`src/rtl/hex_display_ctrl_if.sv`:
```
// Write-path bundle between the LSU output-peripheral registers and the
// seven-segment sequencing controller.
interface hex_display_ctrl_if #(
    parameter int NUM_DIGITS = 8
);
    logic                    wr_valid;
    logic                    wr_ready;
    logic [4*NUM_DIGITS-1:0] wr_data;
    logic [NUM_DIGITS-1:0]   blank_mask;
    logic                    lz_en;
    logic [7*NUM_DIGITS-1:0] hex;
    logic                    busy;
    logic                    done;

    modport master (
        output wr_valid,
        output wr_data,
        output blank_mask,
        output lz_en,
        input  wr_ready,
        input  hex,
        input  busy,
        input  done
    );

    modport slave (
        input  wr_valid,
        input  wr_data,
        input  blank_mask,
        input  lz_en,
        output wr_ready,
        output hex,
        output busy,
        output done
    );
endinterface

```
`src/rtl/hex_display_ctrl.sv`:
```
// Seven-segment bank controller: scans one digit per cycle through a single
// shared hex decoder and commits the whole bank to the pins on one edge.
module hex_display_ctrl #(
    parameter int NUM_DIGITS = 8
) (
    input  logic               i_clk,
    input  logic               i_reset,
    hex_display_ctrl_if.slave  bus
);
    localparam int         IDX_W = $clog2(NUM_DIGITS);
    localparam logic [6:0] BLANK = 7'h7F;

    typedef enum logic {IDLE, SCAN} state_t;

    state_t                  state, state_n;
    logic [4*NUM_DIGITS-1:0] shadow_data, shadow_data_n;
    logic [NUM_DIGITS-1:0]   shadow_mask, shadow_mask_n;
    logic                    shadow_lz, shadow_lz_n;
    logic [IDX_W-1:0]        idx, idx_n;
    logic                    seen_nz, seen_nz_n;
    logic [7*NUM_DIGITS-1:0] staging, staging_n;
    logic [7*NUM_DIGITS-1:0] hex_q, hex_n;
    logic                    done_q, done_n;
    logic [3:0]              nibble;
    logic [6:0]              seg;
    logic [6:0]              pattern;

    assign nibble = shadow_data[idx*4 +: 4];

    // The one decoder shared by every digit; active-low gfedcba.
    always_comb begin
        seg = BLANK;
        case (nibble)
            4'h0: seg = 7'h40;
            4'h1: seg = 7'h79;
            4'h2: seg = 7'h24;
            4'h3: seg = 7'h30;
            4'h4: seg = 7'h19;
            4'h5: seg = 7'h12;
            4'h6: seg = 7'h02;
            4'h7: seg = 7'h78;
            4'h8: seg = 7'h00;
            4'h9: seg = 7'h10;
            4'hA: seg = 7'h08;
            4'hB: seg = 7'h03;
            4'hC: seg = 7'h46;
            4'hD: seg = 7'h21;
            4'hE: seg = 7'h06;
            4'hF: seg = 7'h0E;
            default: seg = BLANK;
        endcase
    end

    always_ff @(posedge i_clk) begin
        if (i_reset) begin
            state       <= IDLE;
            shadow_data <= '0;
            shadow_mask <= '0;
            shadow_lz   <= 1'b0;
            idx         <= '0;
            seen_nz     <= 1'b0;
            staging     <= {NUM_DIGITS{BLANK}};
            hex_q       <= {NUM_DIGITS{BLANK}};
            done_q      <= 1'b0;
        end else begin
            state       <= state_n;
            shadow_data <= shadow_data_n;
            shadow_mask <= shadow_mask_n;
            shadow_lz   <= shadow_lz_n;
            idx         <= idx_n;
            seen_nz     <= seen_nz_n;
            staging     <= staging_n;
            hex_q       <= hex_n;
            done_q      <= done_n;
        end
    end

    // Scan runs from the top digit down so leading zeros are known to be
    // leading by the time they are reached; digit 0 is never LZ-suppressed.
    always_comb begin
        state_n       = state;
        shadow_data_n = shadow_data;
        shadow_mask_n = shadow_mask;
        shadow_lz_n   = shadow_lz;
        idx_n         = idx;
        seen_nz_n     = seen_nz;
        staging_n     = staging;
        hex_n         = hex_q;
        done_n        = 1'b0;
        pattern       = BLANK;

        case (state)
            IDLE: begin
                if (bus.wr_valid) begin
                    shadow_data_n = bus.wr_data;
                    shadow_mask_n = bus.blank_mask;
                    shadow_lz_n   = bus.lz_en;
                    idx_n         = IDX_W'(NUM_DIGITS - 1);
                    seen_nz_n     = 1'b0;
                    state_n       = SCAN;
                end
            end
            SCAN: begin
                if (shadow_mask[idx]) begin
                    pattern = BLANK;
                end else if (shadow_lz && !seen_nz && nibble == 4'h0 && idx != '0) begin
                    pattern = BLANK;
                end else begin
                    pattern   = seg;
                    seen_nz_n = 1'b1;
                end
                staging_n[idx*7 +: 7] = pattern;
                if (idx == '0) begin
                    hex_n   = staging_n;
                    state_n = IDLE;
                    done_n  = 1'b1;
                end else begin
                    idx_n = idx - IDX_W'(1);
                end
            end
            default: state_n = IDLE;
        endcase
    end

    assign bus.wr_ready = (state == IDLE);
    assign bus.busy     = (state == SCAN);
    assign bus.hex      = hex_q;
    assign bus.done     = done_q;
endmodule
```
`src/flat_wrapper.sv`:
```
// flat-port wrapper written by rule: the top's interface ports become plain ports
module hex_display_ctrl_flat 
#(
    parameter int NUM_DIGITS = 8
)
  (i_clk, i_reset, bus_wr_valid, bus_wr_data, bus_blank_mask, bus_lz_en, bus_wr_ready, bus_hex, bus_busy, bus_done);
  hex_display_ctrl_if #(.NUM_DIGITS(NUM_DIGITS)) bus_i ();
  input  logic i_clk;
  input  logic i_reset;
  input wire logic [$bits(bus_i.wr_valid)-1:0] bus_wr_valid;
  input wire logic [$bits(bus_i.wr_data)-1:0] bus_wr_data;
  input wire logic [$bits(bus_i.blank_mask)-1:0] bus_blank_mask;
  input wire logic [$bits(bus_i.lz_en)-1:0] bus_lz_en;
  output wire logic [$bits(bus_i.wr_ready)-1:0] bus_wr_ready;
  output wire logic [$bits(bus_i.hex)-1:0] bus_hex;
  output wire logic [$bits(bus_i.busy)-1:0] bus_busy;
  output wire logic [$bits(bus_i.done)-1:0] bus_done;
  assign bus_i.wr_valid = bus_wr_valid;
  assign bus_i.wr_data = bus_wr_data;
  assign bus_i.blank_mask = bus_blank_mask;
  assign bus_i.lz_en = bus_lz_en;
  assign bus_wr_ready = bus_i.wr_ready;
  assign bus_hex = bus_i.hex;
  assign bus_busy = bus_i.busy;
  assign bus_done = bus_i.done;
  hex_display_ctrl #(.NUM_DIGITS(NUM_DIGITS)) u_core (.i_clk(i_clk), .i_reset(i_reset), .bus(bus_i));
endmodule
```
`config.mk`:
```
export PLATFORM = sky130hd
export DESIGN_NAME = hex_display_ctrl_flat
export DESIGN_NICKNAME = d
export VERILOG_FILES = /design/src/rtl/hex_display_ctrl_if.sv /design/src/rtl/hex_display_ctrl.sv /design/src/flat_wrapper.sv
export SDC_FILE = /design/constraint.sdc
export NUM_CORES = 1
export LEC_CHECK = 0
export BUFFER_PORTS_ARGS = -buffer_cell sky130_fd_sc_hd__buf_2
export CELL_PAD_IN_SITES_DETAIL_PLACEMENT = 1
export CELL_PAD_IN_SITES_GLOBAL_PLACEMENT = 2
export CORE_ASPECT_RATIO = 2
export CORE_MARGIN = 10
export CORE_UTILIZATION = 37
export CTS_CLUSTER_DIAMETER = 50
export CTS_CLUSTER_SIZE = 24
export DETAILED_ROUTE_END_ITERATION = 7
export GPL_TIMING_DRIVEN = 1
export PLACE_DENSITY = 0.83
export SETUP_SLACK_MARGIN = 0.05
export SLEW_MARGIN = 20
export SYNTH_ARGS = -nofsm -noshare
export SYNTH_HDL_FRONTEND = slang
export SYNTH_SLANG_ARGS = --single-unit
```
`constraint.sdc`:
```
create_clock -name i_clk -period 5.68 [get_ports i_clk]
set_input_delay 1.42 -clock i_clk [delete_from_list [all_inputs] [get_ports i_clk]]
set_output_delay 1.42 -clock i_clk [all_outputs]
set_load 0.02 [all_outputs]
```
# Word-level counts from Yosys, hierarchy flattened
# Memories as Yosys holds them, arrays and structs flattened.
# Index checks and enable logic that the tools add are counted.
# word_totals
romBits,112
mem_count,1
out_inout_bits,59
regBits,159
elab_cells,51
input_bits,44
# classes
eq_ne,4
n_reduce_logical,12
bitwise,1
mux,17
n_addsub,2
multipliers,1
shift,3
magnitude_cmp,1
# mem_list
memory,depth,width,rd,rd_ports_with_merged_regs,write_ports,line_no,text
(name not given),16,7,1,0,0,hex_display_ctrl.sv:33,case (nibble)
# op_table
cell,count
bitwise mux 56 bit,1
"variable shift 7 x 34 -> 56 bit, first input constant",1
indexed part select 7 x 34 -> 56 bit,1
negation 6 -> 34 bit,1
indexed part select 32 x 6 -> 4 bit,1
2-to-1 mux 7 bit,3
"inequality test 2 bit, second input constant",4
2-to-1 mux 1 bit,7
"multiplier 3 x 3 -> 6 bit, second input constant",1
2-to-1 mux 3 bit,2
case mux 3 bit (2 select lines),1
AND reduction 2 bit,3
logical NOT 4 bit,1
"less-than comparator 3 x 4 -> 1 bit, second input constant",1
case mux 1 bit (2 select lines),2
binary-select mux 1 bit (select 3 bit),1
logical AND 1 bit,3
logical NOT 3 bit,1
AND reduction 3 bit,1
nonzero test 3 bit,1
"subtractor 3 x 1 -> 3 bit, second input constant",1
OR reduction 2 bit,1
logical NOT 1 bit,1
inverter 1 bit,1

# Longest topological paths before layout
# depth
word_depth,9
ltp_mapped,12
mapped_depth_nobuf,10

# Worst setup path after synthesis
# Ideal clock, no wire load.
# synth_path
path_type,reg-to-reg
start,reg u_core.idx[0]
end,reg u_core.staging[45]
path_buffers,2
path_slack_ps,2351
setup_time_ps,80
required_ps,5600
synth_period_minus_slack_ps,3329
t_arrival_ps,3249
path_stages_with_launch,12
cell_sequence,dfxtp_1 > buf_6 > mux4_2 > mux2_2 > inv_1 > ha_1 > nor4bb_1 > a21oi_1 > a221oi_1 > a211oi_2 > buf_4 > a22oi_1
# synth_between
elab_chain_cells,9
word_cells_on_any_way,16
cone_classes,1 x add/sub; 1 x mul; 3 x shift; 6 x mux; 4 x reduce/logical; 1 x memory
# synth_lines
element,line_no,text
"start, declared",hex_display_ctrl.sv:19,"logic [IDX_W-1:0] idx, idx_n;"
"start signal, assigned",hex_display_ctrl.sv:70,idx <= idx_n;
"parallel branches: the longest is 8 deep, another holds negation 6 -> 34 bit",-,
bitwise mux 56 bit *,hex_display_ctrl.sv:112,staging_n[idx*7 +: 7] = pattern;
"end signal, assigned",hex_display_ctrl.sv:62,staging <= {NUM_DIGITS{BLANK}};
"end signal, assigned",hex_display_ctrl.sv:72,staging <= staging_n;
"end, declared",hex_display_ctrl.sv:21,"logic [7*NUM_DIGITS-1:0] staging, staging_n;"
# Every way passes the cells marked *. The select of a mux whose other input is x is not followed.
# A chain may end at the register's enable or synchronous reset.

# Worst setup path after layout
# layout_path
start,reg u_core.idx[0]
end,reg u_core.hex_q[38] (netlist: u_core.bus.hex[38])
# layout_between
elab_chain_cells,9
word_cells_on_any_way,18
cone_classes,1 x add/sub; 1 x mul; 3 x shift; 6 x mux; 6 x reduce/logical; 1 x memory
# layout_lines
element,line_no,text
"parallel branches: the longest is 9 deep, another holds negation 6 -> 34 bit",-,
"end signal, assigned",hex_display_ctrl.sv:63,hex_q <= {NUM_DIGITS{BLANK}};
"end signal, assigned",hex_display_ctrl.sv:73,hex_q <= hex_n;
"end, declared",hex_display_ctrl.sv:22,"logic [7*NUM_DIGITS-1:0] hex_q, hex_n;"
# Several ways; the timed one is not identified. The select of a mux whose other input is x is not followed.

==> results.py <==
metrics = {
    "status": {
        "outcome": "completed",
    },
    "timing": {
        "fin_setup_tns_ns": 0,
        "max_slew_margin_vs_limit_pct": 35.8,
        "period_needed_ns": 4.28,
        "fin_skew_ns": 0.0112,
        "layout_worst_path_cycle_share_pct": 75.3,
        "fmaxAchievable_mhz": 234,
        "whs_ns": 0.458,
        "tightest_slew_ns": 0.963,
        "report.final.setup_viol": 0,
        "setup_repair_after_global_routing_missed_its_margin": "no",
        "final_hold_viol_count": 0,
        "final_max_slew_viol_count": 0,
    },
    "min_path": {
        "min_path_cells": 2,
        "hp-class": "register to register",
        "holdCritStartpoint": "u_core.shadow_lz",
    },
    "floorplanning": {
        "floorplan.io_pins": 103,
        "die_w_um": 116,
        "die_h_um": 212,
        "dieArea_um2": 24500,
        "starting_density_pct": 37.5,
        "core-area_um2": 18100,
        "floorplan.rows": 70,
    },
    "clock_tree": {
        "cts-hold-fix-buffers": 0,
        "post-cts-setup-buffer-count": 0,
        "cts_made_buffers": 17,
        "cts_htree_levels": 4,
        "number_of_gates_resized_after_cts": 0,
        "clock-root-buffer": "sky130_fd_sc_hd__clkbuf_16",
        "clkSinkCount": 159,
        "clock_tree.buffer_depth": 2,
        "cts_tree": "done",
        "clkSlewWorstSetupHoldPaths_ns": 0.07,
        "worstSkewPairLatency_ns": 0.44,
    },
    "final_layout": {
        "final_net_count": 895,
        "post_route_cells_drive_above_1_share_pct": 21.3,
        "final_common_cell": "sky130_fd_sc_hd__dfxtp_1",
        "final_design_area_no_fill_um2": 7980,
        "num-fill-cells": 2120,
        "area_overhead_vs_synth_pct": 17.5,
        "instances_no_fill": 1069,
        "antenna_cells_inserted": 0,
        "final_cell_mix": "sky130_fd_sc_hd__dfxtp_1 (159), sky130_fd_sc_hd__nand2_1 (114), sky130_fd_sc_hd__buf_2 (101)",
    },
    "global_routing": {
        "grt_antenna_before_repair": 0,
        "grt_util_met3_pct": 3.37,
        "global_route.usage.total_pct": 19.5,
        "use_met1_pct": 17.6,
        "global_route.peak_usage_layer": "met2",
        "number_of_global_route_vias_before_repair": 6713,
        "groute.layer.met2.usage_pct": 37.6,
        "overflow": 0,
        "grt_start_max_net_pins": 92,
        "grt_first_pass_wirelength_um": 36700,
    },
    "detailed_routing": {
        "route.detailed.vias_per_inst": 5.75,
        "drt.antenna.violating_nets": 0,
        "first_iter_violations": 263,
        "totalWireLength_um": 23500,
        "via_count": 6144,
        "detail_route.wl_per_cell_um": 22.0,
        "drt_pre_antenna_iters": 4,
        "detail_route.drc_violations": 0,
    },
    "logic_synthesis": {
        "ys_warn_count": 0,
        "postSynthRegisterBits": 159,
        "synth_area_per_cell_um2": 8.89,
        "synthesized_nets": 819,
        "ys_seq_area_share_pct": 46.9,
        "synth-edff-count": 0,
        "synthCells": 764,
        "synth.cell_area_um2": 6790,
        "synth.lib_cells_used.distinct": 66,
        "ys.flop_type": "sky130_fd_sc_hd__dfxtp_1",
        "synth-async-reset-ratio_pct": 0,
    },
    "place": {
        "dpl.hpwl_um": 17700,
        "post_dp_cell_area_um2": 7420,
        "gp_congestion": 0.816,
        "place_inst": 1037,
        "total_of_buffers_placed_on_input_and_output_ports": 102,
    },
    "setup_path": {
        "worst_ep_arrival_time_ns": 4.62,
        "critPathRequiredTime_ns": 6.02,
        "timing.critical_path.to_type": "register",
        "path_class": "register to register",
        "worstPathMaxFanout": 18,
        "r2r_cells": 9,
        "worst_setup_path_start_kind": "register",
        "worst_setup_path_startpoint": "u_core.idx[0]",
        "regToRegStartpoint": "u_core.idx[0]",
    },
    "job": {
        "timing.max_cap.violations": 0,
    },
    "pwr": {
        "ir_worst_vdd_mv": 0.199,
        "p_total_mw": 2.93,
        "power_per_cell_area_nw_per_um2": 367,
        "power.static_leakage_nw": 2.97,
    },
}
-- per-stage QoR --
stage	utilization, %	setup WS, ns
floorplan	-	2.35
global placement	40.9	1.79
detailed placement	40.9	1.47
CTS	44.0	1.43
global route	44.0	1.09
finish	44.0	1.40
-- cells by family (layout without fill, tap and decap cells) --
kind of cell / count (synthesis) / after routing / synth area share, %
fa+ha+maj: 11 / 11 / 2.03
buf+inv: 67 / 156 / 4.18
compound gates: 261 / 261 / 25.6
flops: 159 / 159 / 46.9
mux: 19 / 19 / 4.74
xor+xnor: 2 / 2 / 0.258
simple gates: 245 / 245 / 16.4
-- registers in the layout (all words and copies together), names as in the netlist --
register,count
u_core.staging,56
u_core.bus.done,1
u_core.idx,3
u_core.bus.busy,1
u_core.shadow_data,32
u_core.seen_nz,1
u_core.shadow_mask,8
u_core.shadow_lz,1
u_core.bus.hex,56
-- worst paths after layout --
path / to / slack (ns)
worst max-delay path: u_core.bus.hex[38] / 1.40
worst min-delay path: u_core.shadow_lz / 0.46
worst max register to register: u_core.bus.hex[38] / 1.40
worst min register to register: u_core.shadow_lz / 0.46
-- Yosys cell counts, types with 4 or more instances --
cell type | n | area [um2]
sky130_fd_sc_hd__o21ai_0 | 33 | 165
sky130_fd_sc_hd__nor3_1 | 11 | 55.1
sky130_fd_sc_hd__mux4_2 | 8 | 180
sky130_fd_sc_hd__a221oi_1 | 21 | 184
sky130_fd_sc_hd__a21oi_1 | 92 | 460
sky130_fd_sc_hd__a211oi_1 | 11 | 82.6
sky130_fd_sc_hd__inv_1 | 10 | 37.5
sky130_fd_sc_hd__mux2i_1 | 4 | 40.0
sky130_fd_sc_hd__nand2_1 | 114 | 428
sky130_fd_sc_hd__buf_2 | 5 | 25.0
sky130_fd_sc_hd__o211ai_1 | 4 | 30.0
sky130_fd_sc_hd__nor2_1 | 59 | 221
sky130_fd_sc_hd__a22oi_1 | 27 | 203
sky130_fd_sc_hd__o21a_1 | 4 | 30.0
sky130_fd_sc_hd__nor2b_1 | 8 | 50.1
sky130_fd_sc_hd__ha_1 | 11 | 138
sky130_fd_sc_hd__and3_1 | 10 | 62.6
sky130_fd_sc_hd__nand3_1 | 17 | 85.1
sky130_fd_sc_hd__o31ai_1 | 13 | 97.6
sky130_fd_sc_hd__or3_1 | 5 | 31.3
sky130_fd_sc_hd__a211o_1 | 4 | 35.0
sky130_fd_sc_hd__o21ai_1 | 20 | 100
sky130_fd_sc_hd__a32oi_1 | 4 | 35.0
sky130_fd_sc_hd__dfxtp_1 | 159 | 3180
sky130_fd_sc_hd__clkbuf_1 | 42 | 158
-- metal layers --
metal | wire [um] | share of wire [%]
met1 | 8010 | 34
met2 | 13200 | 56
met4 | 1420 | 6.1
met5 | 0 | 0
met3 | 847 | 3.6
-- report_power, final --
part	total [mW]	internal, mW	switching (mW)
sequential	1.22	1.17	0.0483
clock	1.11	0.608	0.501
combinational	0.598	0.184	0.414
total	2.93	1.96	0.964
-- cell type report --
type,instances,area (um2),share of cell area [%]
repair buffers,112,588,7.37
clock inverters,15,134,1.68
flip-flops and latches,159,3180,39.9
inverters,12,45.0,0.565
well taps,216,270,3.39
multi-input cells,538,3330,41.8
clock buffers,17,425,5.33
-- worst max-delay path: stages (launching register included) --
cell and delay [ns]:
sky130_fd_sc_hd__dfxtp_1 0.90, sky130_fd_sc_hd__mux4_2 0.60, sky130_fd_sc_hd__mux2_2 0.34, sky130_fd_sc_hd__inv_1 0.16, sky130_fd_sc_hd__ha_1 0.25, sky130_fd_sc_hd__nor4bb_1 0.73, sky130_fd_sc_hd__a21oi_1 0.21, sky130_fd_sc_hd__a221oi_1 0.48
sky130_fd_sc_hd__a211oi_4 0.21, sky130_fd_sc_hd__o31ai_1 0.30
Power figures use the tool's default switching activity.
